===== src/rtl/friet_permutation_sequencer.sv =====
// Word-serial load / iterate / unload controller for an external combinational
// Friet round datapath computing COMBINATIONAL_ROUNDS rounds per clock.
module friet_permutation_sequencer #(
  parameter int unsigned STATE_SIZE           = 384,
  parameter int unsigned WORD_SIZE            = 32,
  parameter int unsigned COMBINATIONAL_ROUNDS = 2,
  parameter int unsigned MAX_ROUNDS           = 24,
  parameter int unsigned ROUND_WIDTH          = 5
) (
  input  logic                   clk,
  input  logic                   rst,
  input  logic [WORD_SIZE-1:0]   din,
  input  logic                   din_valid,
  output logic                   din_ready,
  output logic [WORD_SIZE-1:0]   dout,
  output logic                   dout_valid,
  input  logic                   dout_ready,
  input  logic                   start,
  input  logic [ROUND_WIDTH-1:0] start_rounds,
  output logic                   busy,
  output logic                   done,
  output logic                   error,
  output logic [STATE_SIZE-1:0]  dp_state,
  output logic [ROUND_WIDTH-1:0] dp_round_index,
  input  logic [STATE_SIZE-1:0]  dp_new_state
);

  localparam int unsigned NUM_WORDS = STATE_SIZE / WORD_SIZE;
  localparam int unsigned CNT_W     = (NUM_WORDS > 1) ? $clog2(NUM_WORDS) : 1;

  localparam logic [CNT_W-1:0]       LAST_WORD = CNT_W'(NUM_WORDS - 1);
  localparam logic [ROUND_WIDTH-1:0] MAX_R     = ROUND_WIDTH'(MAX_ROUNDS);
  localparam logic [ROUND_WIDTH-1:0] STEP      = ROUND_WIDTH'(COMBINATIONAL_ROUNDS);
  localparam logic [ROUND_WIDTH:0]   STEP_WIDE = (ROUND_WIDTH + 1)'(COMBINATIONAL_ROUNDS);

  typedef enum logic [1:0] {
    LOAD,
    FULL,
    RUN,
    UNLOAD
  } seq_state_t;

  seq_state_t             fsm;
  logic [STATE_SIZE-1:0]  state_q;
  logic [CNT_W-1:0]       word_cnt;
  logic [ROUND_WIDTH-1:0] round_cnt;
  logic [ROUND_WIDTH-1:0] rounds_lat;
  logic                   start_legal;
  logic                   last_word;
  logic [ROUND_WIDTH:0]   round_next;

  always_comb begin
    start_legal = (start_rounds != '0) && (start_rounds <= MAX_R) &&
                  ((start_rounds % STEP) == '0);
    last_word   = (word_cnt == LAST_WORD);
    // One extra bit so the terminal comparison never wraps.
    round_next  = {1'b0, round_cnt} + STEP_WIDE;
  end

  // round_cnt is cleared whenever RUN is left, so it doubles as dp_round_index.
  always_ff @(posedge clk or posedge rst) begin
    if (rst) begin
      fsm        <= LOAD;
      state_q    <= '0;
      word_cnt   <= '0;
      round_cnt  <= '0;
      rounds_lat <= '0;
      din_ready  <= 1'b1;
      dout_valid <= 1'b0;
      busy       <= 1'b0;
      done       <= 1'b0;
      error      <= 1'b0;
    end else begin
      done  <= 1'b0;
      error <= 1'b0;
      case (fsm)
        LOAD: begin
          if (start) error <= 1'b1;
          if (din_valid) begin
            state_q <= {din, state_q[STATE_SIZE-1:WORD_SIZE]};
            if (last_word) begin
              word_cnt  <= '0;
              fsm       <= FULL;
              din_ready <= 1'b0;
            end else begin
              word_cnt <= word_cnt + 1'b1;
            end
          end
        end
        FULL: begin
          if (start) begin
            if (start_legal) begin
              fsm        <= RUN;
              busy       <= 1'b1;
              round_cnt  <= '0;
              rounds_lat <= start_rounds;
            end else begin
              error <= 1'b1;
            end
          end
        end
        RUN: begin
          state_q <= dp_new_state;
          if (round_next == {1'b0, rounds_lat}) begin
            fsm        <= UNLOAD;
            busy       <= 1'b0;
            done       <= 1'b1;
            dout_valid <= 1'b1;
            round_cnt  <= '0;
          end else begin
            round_cnt <= round_next[ROUND_WIDTH-1:0];
          end
        end
        UNLOAD: begin
          if (dout_ready) begin
            if (last_word) begin
              state_q    <= '0;
              word_cnt   <= '0;
              fsm        <= LOAD;
              dout_valid <= 1'b0;
              din_ready  <= 1'b1;
            end else begin
              state_q  <= {{WORD_SIZE{1'b0}}, state_q[STATE_SIZE-1:WORD_SIZE]};
              word_cnt <= word_cnt + 1'b1;
            end
          end
        end
        default: fsm <= LOAD;
      endcase
    end
  end

  assign dout           = state_q[WORD_SIZE-1:0];
  assign dp_state       = state_q;
  assign dp_round_index = round_cnt;

endmodule


===== config.mk =====
export PLATFORM = sky130hd
export DESIGN_NAME = friet_permutation_sequencer
export DESIGN_NICKNAME = d
export VERILOG_FILES = /design/src/rtl/friet_permutation_sequencer.sv
export SDC_FILE = /design/constraint.sdc
export NUM_CORES = 1
export LEC_CHECK = 0
export ABC_CLOCK_PERIOD_IN_PS = 30200
export CAP_MARGIN = 30
export CORE_AREA = 2 2 333 335
export DETAILED_ROUTE_END_ITERATION = 10
export DIE_AREA = 0 0 335 337
export PLACE_DENSITY_LB_ADDON = 0.2
export SYNTH_ARGS = -nofsm -noshare
export SYNTH_HDL_FRONTEND = slang
export SYNTH_SLANG_ARGS = --single-unit

===== constraint.sdc =====
create_clock -name clk -period 30.2 [get_ports clk]
set_clock_uncertainty 0.15 [all_clocks]
set_input_delay 4.53 -clock clk [delete_from_list [all_inputs] [get_ports clk]]
set_output_delay 4.53 -clock clk [all_outputs]
set_load 0.01 [all_outputs]

==> flow_summary.json, run 1 <==
{
  "status": "finished clean",
  "pwr-share-seq_pct": 30.3,
  "synthTopCellsByArea": "dfrtp_1, a22oi_1, a21oi_1",
  "setup_viol_count_final": 0,
  "path_class": "primary input to register",
  "grt_pass1_vias": 17393,
  "totalWireLength_um": 98200,
  "post-cts-setup-buffers": 0,
  "intPower_mw": 2.10,
  "hold_violations": 0,
  "cp_slowest_cell": "buf_4",
  "cts_sinks": 404,
  "vias_per_cell": 4.32,
  "start_util_pct": 16.4,
  "num_io_pins": 852,
  "slew_viol_final": 0,
  "worst_pin_slew_ns": 1.08,
  "synth-async-reset-ratio_pct": 100,
  "rsz0062_at_grt": "false",
  "netlist.area_leader.share_pct": 56.1,
  "cts_buffers": 52,
  "synth_seq_area_share_pct": 56.3,
  "vias": 17515,
  "initialDrtViolationCount": 1269,
  "yosys.cell_types.count": 40,
  "p_leak_nw": 11.8,
  "grt_max_degree": 168,
  "syn-cell-area_mm2": 0.0180,
  "min_period_ns": 9.35,
  "worstSetupStartpointType": "primary input",
  "avgSynthCellArea_um2": 9.71,
  "max_slew_margin_pct": 28.0,
  "setup-tns-final_ns": 0,
  "io_buffers": 850,
  "slowest_delay_ns": 0.92,
  "layout.nets": 3010,
  "synth_nets": 2283,
  "yosys_warnings": 0,
  "netlist_top_cells_count": "dfrtp_1, nor2_1, a21oi_1",
  "cpMostUsedCell": "buf_4",
  "clkLatencyLatePin_ns": 0.62,
  "crit_family": "buffers and inverters",
  "syn_inst": 1850,
  "cts_tree": "done",
  "place_congestion": 0.797,
  "antenna_left": 0,
  "critPathRequiredTime_ns": 30.58,
  "cts-hold-fix-buffers": 0,
  "clockPowerShare_pct": 16.8,
  "path_max_fanout": 102,
  "period_share_pct": 31.0,
  "cp_data_arrival_time_ns": 9.74,
  "area_growth_pct": 63.4,
  "swShare_pct": 44.7,
  "dr.pass1.iters": 5,
  "grt_use_total_pct": 16.6,
  "place_hpwl_um": 74600,
  "p_switching_mw": 1.69,
  "crit_path_end_kind": "register",
  "drc_errors": 0,
  "wl_per_cell_um": 24.2,
  "htreeDepth": 2,
  "yosysTopAreaCell": "dfrtp_1",
  "antenna_found_initial": 22,
  "clk_pin_slew_ns": 0.05,
  "die_area_mm2": 0.113,
  "dieWidth_um": 335,
  "fmax_mhz": 107,
  "hp-class": "register to register",
  "final_util_pct": 26.8,
  "clockBufferDepth": 3,
  "num_rows": 122,
  "overflow": 0,
  "drive_gt1_share_pct": 4.70,
  "cts.repair.resized": 0,
  "maxCapViolCount": 0,
  "cp.buffers_inverters": 5,
  "cp_cell_sequence": "clkdlybuf4s50_1 > nand2b_1 > nand2_1 > nor2_4 > buf_4 > buf_4 > buf_4 > buf_4 > nor2_1 > a21oi_1",
  "synth-main-ff-cell": "dfrtp_1",
  "fp.dieH_um": 337,
  "cts_root_buf": "clkbuf_16",
  "p_per_area_mw_per_mm2": 129,
  "ys_ff_latch": 404,
  "grt_pass1_wl_um": 134000,
  "p_comb_share_pct": 52.9,
  "hold_ws_ns": 0.356,
  "core-area_mm2": 0.110,
  "synth.most_common_cell": "dfrtp_1",
  "ir_drop_uv": 76.1,
  "synth_edf_count": 0
}
==> cells in the final DEF (no fill, tap or decap), types with 3 or more instances in the layout <==
master           Yosys  layout
clkdlybuf4s50_1      0     850
dfrtp_1            403     403
nor2_1             394     392
a21oi_1            387     387
a22oi_1            384     384
clkbuf_16            0      54
buf_4               33      22
clkbuf_8             0      18
clkbuf_1            77      16
nand2_1             10      10
diode_2              0       9
o21ai_0              8       8
mux2_2               6       6
ha_1                 7       6
inv_1                6       5
nand3_1              5       5
clkinv_2             0       5
xnor2_1              4       4
nor3_1               3       3
buf_12               0       3
==> sequential cells by signal (all words and copies together), names as in the netlist <==
signal          flops
word_cnt            4
fsm                 2
done                1
dp_round_index      4
dout_valid          1
error               1
din_ready           1
rounds_lat          5
dp_state          384
busy                1
==> through the flow <==
step / std cells / total power [mW] / cell area (um^2) / setup WS (ns)
2_1_floorplan: 1850 / 2.11 / 18000 / 14.28
3_5_place_dp: 3948 / 3.19 / 27600 / 20.22
3_3_place_gp: 3947 / 3.18 / 27500 / 20.33
5_1_grt: 4046 / 4.06 / 29300 / 20.44
6_report: 4054 / 3.79 / 29400 / 20.85
4_1_cts: 4044 / 3.85 / 29300 / 20.86
==> path summary, 6_finish.rpt <==
check	start	slack (ns)	to	cells after the start
worst min register to register	word_cnt[2]	0.36	word_cnt[2]	1
max in group asynchronous	rst	23.53	dp_state[151]	4
worst max register to register	fsm[0]	24.43	dp_state[242]	10
min in group asynchronous	rst	4.25	dp_state[279]	2
worst max-delay path	dout_ready	20.85	dp_state[242]	10
worst min-delay path	word_cnt[2]	0.36	word_cnt[2]	1
==> cells by family after synthesis <==
kind of cell,share of synthesized area [%]
XOR/XNOR,0.292
adder cells (fa/ha/maj),0.487
multiplexers,0.432
other,0.0209
buffers and inverters,5.61
flip-flops,56.3
AND/OR/NAND/NOR,9.14
AO/OA/AOI/OAI,27.7
==> per-layer routing <==
metal	GRT usage (%)	wire, um	vias to the layer above
met5	0	100	-
met2	28.4	48100	737
met1	18.6	37200	8448
li1	-	-	8174
met4	6.64	3930	16
met3	6.15	8780	140
==> power by group through the flow <==
stage	Clock (mW)	Combinational, mW	Sequential [mW]
finish	0.636	2.01	1.15
global route	0.680	2.20	1.18
CTS	0.659	2.03	1.16
detailed placement	0	2.02	1.17
global placement	0	2.01	1.17
floorplan	0	0.987	1.12
==> worst reg2reg max path: stages, from the launching register on <==
cell and delay (ns):
dfrtp_1 0.43, ha_1 0.36, nand2b_1 0.18, nand2_1 0.12, nor2_4 0.73, buf_4 0.90, buf_4 0.75, buf_4 0.81
buf_4 0.98, nor2_1 0.15, a21oi_1 0.15
==> layout make-up <==
class / count / area (um^2)
multi-input combinational: 1236 / 6880
clock inverter: 8 / 78.8
antenna: 9 / 22.5
timing repair buffer: 877 / 8790
inverter: 6 / 30.0
fill: 11795 / 80200
sequential: 404 / 10100
clock buffer: 88 / 1660
tap: 1426 / 1780
Note: power is estimated with default switching activity, not from simulation.
==> inputs of run 2 (changes only) <==
--- a/config.mk
+++ b/config.mk
@@ -5,7 +5,7 @@
 export SDC_FILE = /design/constraint.sdc
 export NUM_CORES = 1
 export LEC_CHECK = 0
-export ABC_CLOCK_PERIOD_IN_PS = 30200
+export ABC_CLOCK_PERIOD_IN_PS = 7750
 export CAP_MARGIN = 30
 export CORE_AREA = 2 2 333 335
 export DETAILED_ROUTE_END_ITERATION = 10
==> constraint.sdc (replaced) <==
create_clock -name clk -period 7.75 [get_ports clk]
set_clock_uncertainty 0.15 [all_clocks]
set_input_delay 1.1625 -clock clk [delete_from_list [all_inputs] [get_ports clk]]
set_output_delay 1.1625 -clock clk [all_outputs]
set_load 0.01 [all_outputs]
==> flow_summary.json, run 2 (same netlist as run 1, synthesis figures left out) <==
{
  "antenna_found_initial": 22,
  "hold_violations": 0,
  "largest_register_ffs": 384,
  "num-fill-cells": 11781,
  "path_class": "register to register",
  "timing.final.ws_setup_ns": 4.09,
  "final_area_mm2": 0.0295,
  "die_area_mm2": 0.113,
  "worstHoldStart": "word_cnt[3]",
  "post-cts-setup-buffers": 0,
  "fp.dieH_um": 337,
  "place_hpwl_um": 75300,
  "cpMostUsedCell": "buf_4",
  "final_cell_mix": "clkdlybuf4s50_1, dfrtp_1, nor2_1",
  "layout_commonest_cell": "clkdlybuf4s50_1",
  "dp.cells": 3952,
  "wl_per_cell_um": 24.5,
  "p_per_area_mw_per_mm2": 507,
  "cts_root_buf": "clkbuf_16",
  "worstSetupStartpointType": "register",
  "clkLatencyLatePin_ns": 0.62,
  "vias": 17506,
  "hp-class": "register to register",
  "overflow": 0,
  "maxCapViolCount": 0,
  "ir_drop_uv": 375,
  "grt_use_total_pct": 16.8,
  "dr.pass1.iters": 5,
  "grt_pass1_wl_um": 137000,
  "cts_sinks": 404,
  "total_power_mw": 14.9,
  "multi_input_area_mm2": 0.00688,
  "critPathRequiredTime_ns": 8.11,
  "setup_viol_count_final": 0,
  "num_rows": 122,
  "min_period_ns": 3.66,
  "start_util_pct": 16.4,
  "cts_buffers": 53,
  "stdcell_count": 4059,
  "min_path_cells": 1,
  "regArea_mm2": 0.0101,
  "cts.repair.resized": 0,
  "cp_slowest_cell": "buf_4",
  "cp_data_arrival_time_ns": 4.02,
  "vias_per_cell": 4.31,
  "cts_tree": "done",
  "grt_pass1_vias": 17680,
  "drc_errors": 0,
  "slew_viol_final": 0,
  "dp_slack_ns": 3.86,
  "grt_max_degree": 218,
  "io_buffers": 850,
  "hold_ws_ns": 0.355,
  "path_max_fanout": 69,
  "setup-tns-final_ns": 0,
  "crit_path_end_kind": "register",
  "drive_gt1_share_pct": 4.84,
  "period_share_pct": 47.2,
  "fmax_mhz": 273,
  "worst_pin_slew_ns": 1.38,
  "max_slew_margin_pct": 7.71,
  "ff2ff_path_depth": 6,
  "clk_pin_slew_ns": 0.06,
  "num_io_pins": 852,
  "rsz0062_at_grt": "false",
  "layout.nets": 3014,
  "cp_cell_sequence": "inv_1 > ha_4 > buf_4 > buf_4 > a22oi_1 > a21oi_1",
  "p_leak_nw": 11.9,
  "htreeDepth": 2,
  "final_util_pct": 26.9,
  "clockBufferDepth": 3,
  "place_congestion": 0.790,
  "dieWidth_um": 335,
  "placed_area_mm2": 0.0277,
  "critPathLaunch": "fsm[0]",
  "core-area_mm2": 0.110,
  "slowest_delay_ns": 0.74,
  "area_growth_pct": 64.2,
  "rr_startpoint": "fsm[0]",
  "totalWireLength_um": 99600,
  "initialDrtViolationCount": 1209,
  "antenna_left": 0,
  "cts-hold-fix-buffers": 0,
  "status": "finished clean"
}
-- run 2: changes by cell type in the layout (fill, tap and decap cells not counted), sizes merged --
cell / delta
buf: +3
bufinv: +4
clkinvlp: +1
clkbuf: -5
diode: +1
clkinv: +1
-- run 2: cell type report --
| class | count | share of cell area [%] |
|---|---|---|
| antenna | 10 | 0.0848 |
| clock buffer | 83 | 5.43 |
| clock inverter | 14 | 0.696 |
| inverter | 6 | 0.0891 |
| multi-input combinational | 1236 | 23.3 |
| sequential | 404 | 34.3 |
| tap | 1426 | 6.05 |
| timing repair buffer | 880 | 30.0 |
-- run 2: final timing paths --
path	slack [ns]	to
worst max-delay path	4.09	dp_state[177]
worst min-delay path	0.35	word_cnt[3]
worst max register to register	4.09	dp_state[177]
worst min register to register	0.35	word_cnt[3]
max in group asynchronous	4.88	dp_state[80]
min in group asynchronous	0.89	dp_state[381]
-- run 2: worst max-delay path, delay by kind of cell, from the launching register on --
family | cells | cell delay [ns]
AO/OA/AOI/OAI | 2 | 0.49
flip-flops | 1 | 0.43
adder cells (fa/ha/maj) | 1 | 0.71
buffers and inverters | 3 | 1.56
-- run 2: layer usage --
metal  wire (um)  GRT usage (%)
met4        3410           5.92
met3        9430           6.32
met1       37600           19.0
met5         130              0
met2       49100           29.1
-- run 2: power by group --
part	internal [mW]	leakage, nW	switching, mW
sequential	3.20	4.41	1.26
combinational	3.53	6.59	4.37
clock	1.58	0.886	1.02
total	8.30	11.9	6.64
